[config.mk]
export PLATFORM = sky130hd
export DESIGN_NAME = binary_twos_complement_flat
export DESIGN_NICKNAME = d
export VERILOG_FILES = /design/src/rtl/bin2c_pkg.sv /design/src/rtl/binary_twos_complement_if.sv /design/src/rtl/twos_comp_core.sv /design/src/rtl/binary_twos_complement.sv /design/src/flat_wrapper.sv
export SDC_FILE = /design/constraint.sdc
export NUM_CORES = 1
export LEC_CHECK = 0
export CAP_MARGIN = 10
export CORE_UTILIZATION = 23
export CTS_BUF_LIST = sky130_fd_sc_hd__clkbuf_4 sky130_fd_sc_hd__clkbuf_8 sky130_fd_sc_hd__clkbuf_16
export DETAILED_ROUTE_END_ITERATION = 10
export SYNTH_ARGS = -nofsm -noshare
export SYNTH_HDL_FRONTEND = slang
export SYNTH_SLANG_ARGS = --single-unit
[constraint.sdc]
create_clock -name clk -period 3 [get_ports clk]
set_clock_uncertainty 0.1 [all_clocks]
set_input_delay 0.45 -clock clk [delete_from_list [all_inputs] [get_ports clk]]
set_output_delay 0.45 -clock clk [all_outputs]
set_load 0.01 [all_outputs]
[src/rtl/bin2c_pkg.sv]
// Shared constants and pattern helpers for the two's-complement negator.
package bin2c_pkg;

  localparam int unsigned BIN2C_DEFAULT_WIDTH = 4;
  localparam int unsigned BIN2C_MAX_WIDTH     = 64;

  // 1 followed by width-1 zeros, right-aligned in a max-width word.
  function automatic logic [BIN2C_MAX_WIDTH-1:0] bin2c_most_neg(input int unsigned width);
    logic [BIN2C_MAX_WIDTH-1:0] v;
    v = BIN2C_MAX_WIDTH'(1) << (width - 1);
    return v;
  endfunction

  // 0 followed by width-1 ones, right-aligned in a max-width word.
  function automatic logic [BIN2C_MAX_WIDTH-1:0] bin2c_most_pos(input int unsigned width);
    logic [BIN2C_MAX_WIDTH-1:0] v;
    v = (BIN2C_MAX_WIDTH'(1) << (width - 1)) - BIN2C_MAX_WIDTH'(1);
    return v;
  endfunction

endpackage

[src/rtl/binary_twos_complement_if.sv]
// Operand/result bundle for binary_twos_complement.
interface binary_twos_complement_if
  import bin2c_pkg::*;
#(
  parameter int unsigned WIDTH = BIN2C_DEFAULT_WIDTH
);
  logic [WIDTH-1:0] data;
  logic             in_valid;
  logic [WIDTH-1:0] com_out;
  logic             out_valid;
  logic             ovf;
  logic             zero;

  modport master (
    output data, in_valid,
    input  com_out, out_valid, ovf, zero
  );

  modport slave (
    input  data, in_valid,
    output com_out, out_valid, ovf, zero
  );
endinterface

[src/rtl/twos_comp_core.sv]
// Combinational negation, most-negative detect, optional saturation, zero detect.
// Saturation of the most-negative input is enabled by defining BIN2C_SATURATE_EN.
module twos_comp_core
  import bin2c_pkg::*;
#(
  parameter int unsigned WIDTH = BIN2C_DEFAULT_WIDTH
) (
  input  logic [WIDTH-1:0] data,
  output logic [WIDTH-1:0] result,
  output logic             ovf,
  output logic             zero
);

  localparam logic [WIDTH-1:0] MOST_NEG = WIDTH'(bin2c_most_neg(WIDTH));
`ifdef BIN2C_SATURATE_EN
  localparam logic [WIDTH-1:0] MOST_POS = WIDTH'(bin2c_most_pos(WIDTH));
`endif

  always_comb begin
    ovf    = (data == MOST_NEG);
    result = ~data + WIDTH'(1);
`ifdef BIN2C_SATURATE_EN
    if (ovf) begin
      result = MOST_POS;
    end
`endif
    zero   = (result == '0);
  end

endmodule

[src/rtl/binary_twos_complement.sv]
// Registered two's-complement negator; result registers load on in_valid.
// Build option BIN2C_SATURATE_EN selects saturation of the most-negative input.
module binary_twos_complement
  import bin2c_pkg::*;
#(
  parameter int unsigned WIDTH = BIN2C_DEFAULT_WIDTH
) (
  input logic                    clk,
  input logic                    rst,
  binary_twos_complement_if.slave bus
);

  logic [WIDTH-1:0] core_result;
  logic             core_ovf;
  logic             core_zero;

  twos_comp_core #(
    .WIDTH(WIDTH)
  ) u_core (
    .data  (bus.data),
    .result(core_result),
    .ovf   (core_ovf),
    .zero  (core_zero)
  );

  // zero resets high so it agrees with the cleared com_out.
  always_ff @(posedge clk) begin
    if (rst) begin
      bus.com_out   <= '0;
      bus.out_valid <= 1'b0;
      bus.ovf       <= 1'b0;
      bus.zero      <= 1'b1;
    end else begin
      bus.out_valid <= bus.in_valid;
      if (bus.in_valid) begin
        bus.com_out <= core_result;
        bus.ovf     <= core_ovf;
        bus.zero    <= core_zero;
      end
    end
  end

endmodule

[src/flat_wrapper.sv]
// flat-port wrapper written by rule: the top's interface ports become plain ports
module binary_twos_complement_flat import bin2c_pkg::*;
#(
  parameter int unsigned WIDTH = BIN2C_DEFAULT_WIDTH
)
  (clk, rst, bus_data, bus_in_valid, bus_com_out, bus_out_valid, bus_ovf, bus_zero);
  binary_twos_complement_if #(.WIDTH(WIDTH)) bus_i ();
  input logic clk;
  input logic rst;
  input wire logic [$bits(bus_i.data)-1:0] bus_data;
  input wire logic [$bits(bus_i.in_valid)-1:0] bus_in_valid;
  output wire logic [$bits(bus_i.com_out)-1:0] bus_com_out;
  output wire logic [$bits(bus_i.out_valid)-1:0] bus_out_valid;
  output wire logic [$bits(bus_i.ovf)-1:0] bus_ovf;
  output wire logic [$bits(bus_i.zero)-1:0] bus_zero;
  assign bus_i.data = bus_data;
  assign bus_i.in_valid = bus_in_valid;
  assign bus_com_out = bus_i.com_out;
  assign bus_out_valid = bus_i.out_valid;
  assign bus_ovf = bus_i.ovf;
  assign bus_zero = bus_i.zero;
  binary_twos_complement #(.WIDTH(WIDTH)) u_core (.clk(clk), .rst(rst), .bus(bus_i));
endmodule
==> metrics.csv <==
stage;metric;value;unit
status;outcome;complete, no violations;
timing;Rel. slew slack;75.11;%
layout;Area Growth Syn to Fin;57.44;%
clock_network;Clock transition at path regs;0.05;ns
critical_path;CP required;3.03;ns
layout;final core occ;40.71;%
floorplanning;die height;38.29;um
synthesis;synthesized area;302.8;um^2
layout;multi-input combinational cell area;151.4;um^2
floorplanning;full die area;0.001466;mm^2
route;DR DRC count;0;
pwr;total power divided by cell area;485.7;mW/mm^2
timing;RSZ-0062 raised after global routing;false;
critical_path;Worst EP arrival;1.72;ns
clock_network;cts hold-fix bufs;0;
layout;share of cells above drive strength 1;12.77;%
flow_run;Max-Cap Viols;0;
floorplanning;Die X;38.29;um
synthesis;Yosys cell types;15;
synthesis;Net Count, Synth;39;
critical_path;flop2flop setup slack;2.06;ns
layout;antenna cells;0;
clock_network;clock latency on the worst-skew pair;0.24;ns
critical_path;Setup Crit Path Kind;in -> reg;
timing;Worst-Margin Slew;0.3722;ns
min_path;worst hold path class;reg -> reg;
clock_network;H-tree depth;1;
clock_network;CTS-repair resized insts;0;
global_route;Total Routing Usage GR;8.802;%
route;Iter 0 DRT Violations;0;
global_route;vias in the first global route;224;
pwr;Max IR drop VDD;0.2655;mV
pwr;Leakage Power;0.0001925;uW
floorplanning;# IOs;14;
timing;final setup violation count;0;
synthesis;synthesized area per cell;9.767;um^2
clock_network;Inserted Clock Buffers;3;
synthesis;number of synthesized register bits;7;
critical_path;reg2reg start;u_core.bus.zero;
layout;most frequent cells in the layout;clkdlybuf4s50_1 (13), dfxtp_1 (7), clkbuf_4 (4);
clock_network;post-CTS setup buffers;0;
timing;Final TNS setup;0;ns
route;DR WL/cell;8.721;um
layout;Sequential Area;140.1;um^2
global_route;initial antenna violation count;0;
synthesis;sequential cell area fraction in the yosys report;46.28;%
floorplanning;Starting Density;25.85;%
critical_path;R2R depth;2;
place;GP Congestion;0.7421;
route;Detailed Route WL;532;um
clock_network;Bufs on Longest Clock Path;2;
critical_path;Crit Path Max Fanout;4;
route;DRT antenna net count;0;
clock_network;Root Driver;clkbuf_4;
global_route;grt total ovfl;0;
timing;max-slew violations;0;
layout;Final Net Count;56;
layout;most common cell after layout, fill and taps aside;clkdlybuf4s50_1;
critical_path;Worst R2R End;u_core.bus.zero;
clock_network;CTS tree;yes;
floorplanning;total core area;0.001171;mm^2
timing;Final Hold Vio Count;0;
timing;crit share post-route;56.45;%
min_path;hold endpoint;u_core.bus.com_out[3];
min_path;hold_sp;u_core.bus.com_out[3];
route;Via density;4.246;
timing;fmax;590.5;MHz
min_path;Hold Path Stages;2;
critical_path;Critical Path Start Type;input pin;
place;IO buf count;13;
global_route;largest net degree at the start of global routing;11;
route;vias;259;
layout;filler instances;121;
global_route;first-pass GRT wire length;841;um
floorplanning;cell row count;12;
critical_path;element type at the critical path end;flip-flop;
timing;minimum clock period;1.694;ns
synthesis;YS warnings;0;
place;hpwl dp;416.9;um
synthesis;synthesized instance count;31;
clock_network;CTS sink cnt;7;
route;Detailed Routing Iterations Pass 1;1;
-- per-layer routing --
metal | global-route usage (%) | part of all wire [%] | vias to the layer above | wire length, um
met1 | 9.712 | 52 | 110 | 277
met2 | 12.71 | 40 | 10 | 214
met4 | 0 | 0 | 0 | 0
li1 | - | - | 139 | -
met5 | 0 | 0 | - | 0
met3 | 8.721 | 7.5 | 0 | 40
-- kinds of logic (layout without fill, tap and decap cells) --
group	count (synthesis)	after routing	synth area share, %
mux	3	3	9.918
compound gates	5	5	10.74
simple gates	11	11	22.31
fa+ha+maj	1	1	4.132
buf+inv	3	19	3.719
flops	7	7	46.28
xor+xnor	1	1	2.893
-- area by class of cell --
type                    count  area share, %
flip-flops and latches      7          29.40
clock buffers               4          6.299
repair buffers             13          27.30
inverters                   2          1.575
well taps                  14          3.675
multi-input cells          21          31.76
-- worst max-delay path by stage --
stage                            from         endpoint  slack, ns  cells past startpoint
final                     bus_data[0]  u_core.bus.zero       1.31                      6
after global placement    bus_data[0]  u_core.bus.zero       1.07                      6
after global routing      bus_data[2]  u_core.bus.zero       1.26                      4
after floorplan           bus_data[0]  u_core.bus.zero       1.61                      3
after detailed placement  bus_data[0]  u_core.bus.zero       1.05                      6
after CTS                 bus_data[0]  u_core.bus.zero       1.31                      6
-- state kept, by name, summed over array words and instances (netlist names) --
signal and cells:
u_core.bus.out_valid 1, u_core.bus.com_out 4, u_core.bus.zero 1, u_core.bus.ovf 1
-- through the flow --
step	hold WS [ns]	worst slack [ns]	total power (uW)	instance area (um^2)	instances
after CTS	0.3716	1.310	238.0	476.7	61
after floorplan	0.3845	1.611	120.4	302.8	31
after detailed placement	0.3623	1.047	143.5	446.7	57
after global placement	0.3574	1.074	143.5	446.7	57
final	0.3680	1.306	231.5	476.7	61
after global routing	0.3960	1.259	245.5	476.7	61
-- critical path: stages --
cell             delay, ns
clkdlybuf4s50_1       0.53
inv_1                 0.06
ha_1                  0.23
nand2b_1              0.08
a21oi_1               0.04
a211o_2               0.33
-- synthesized netlist by cell type --
library cell / instances / share of area, %
inv_1: 2 / 2.5
or4_4: 1 / 3.7
ha_1: 1 / 4.1
dfxtp_1: 7 / 46
mux2i_1: 3 / 9.9
nand2b_1: 3 / 6.2
clkbuf_1: 1 / 1.2
o31ai_1: 1 / 2.5
nor2_1: 3 / 3.7
xnor2_1: 1 / 2.9
nand4b_1: 1 / 2.9
a21oi_1: 3 / 5.0
nand3_1: 1 / 1.7
nor2b_1: 2 / 4.1
a211o_2: 1 / 3.3
-- where the power goes --
part           switching [uW]  internal (uW)
Combinational            15.9           24.5
Clock                    30.5           59.5
Sequential               2.34           98.9
Total                    48.7            183
Power figures use the tool's default switching activity.
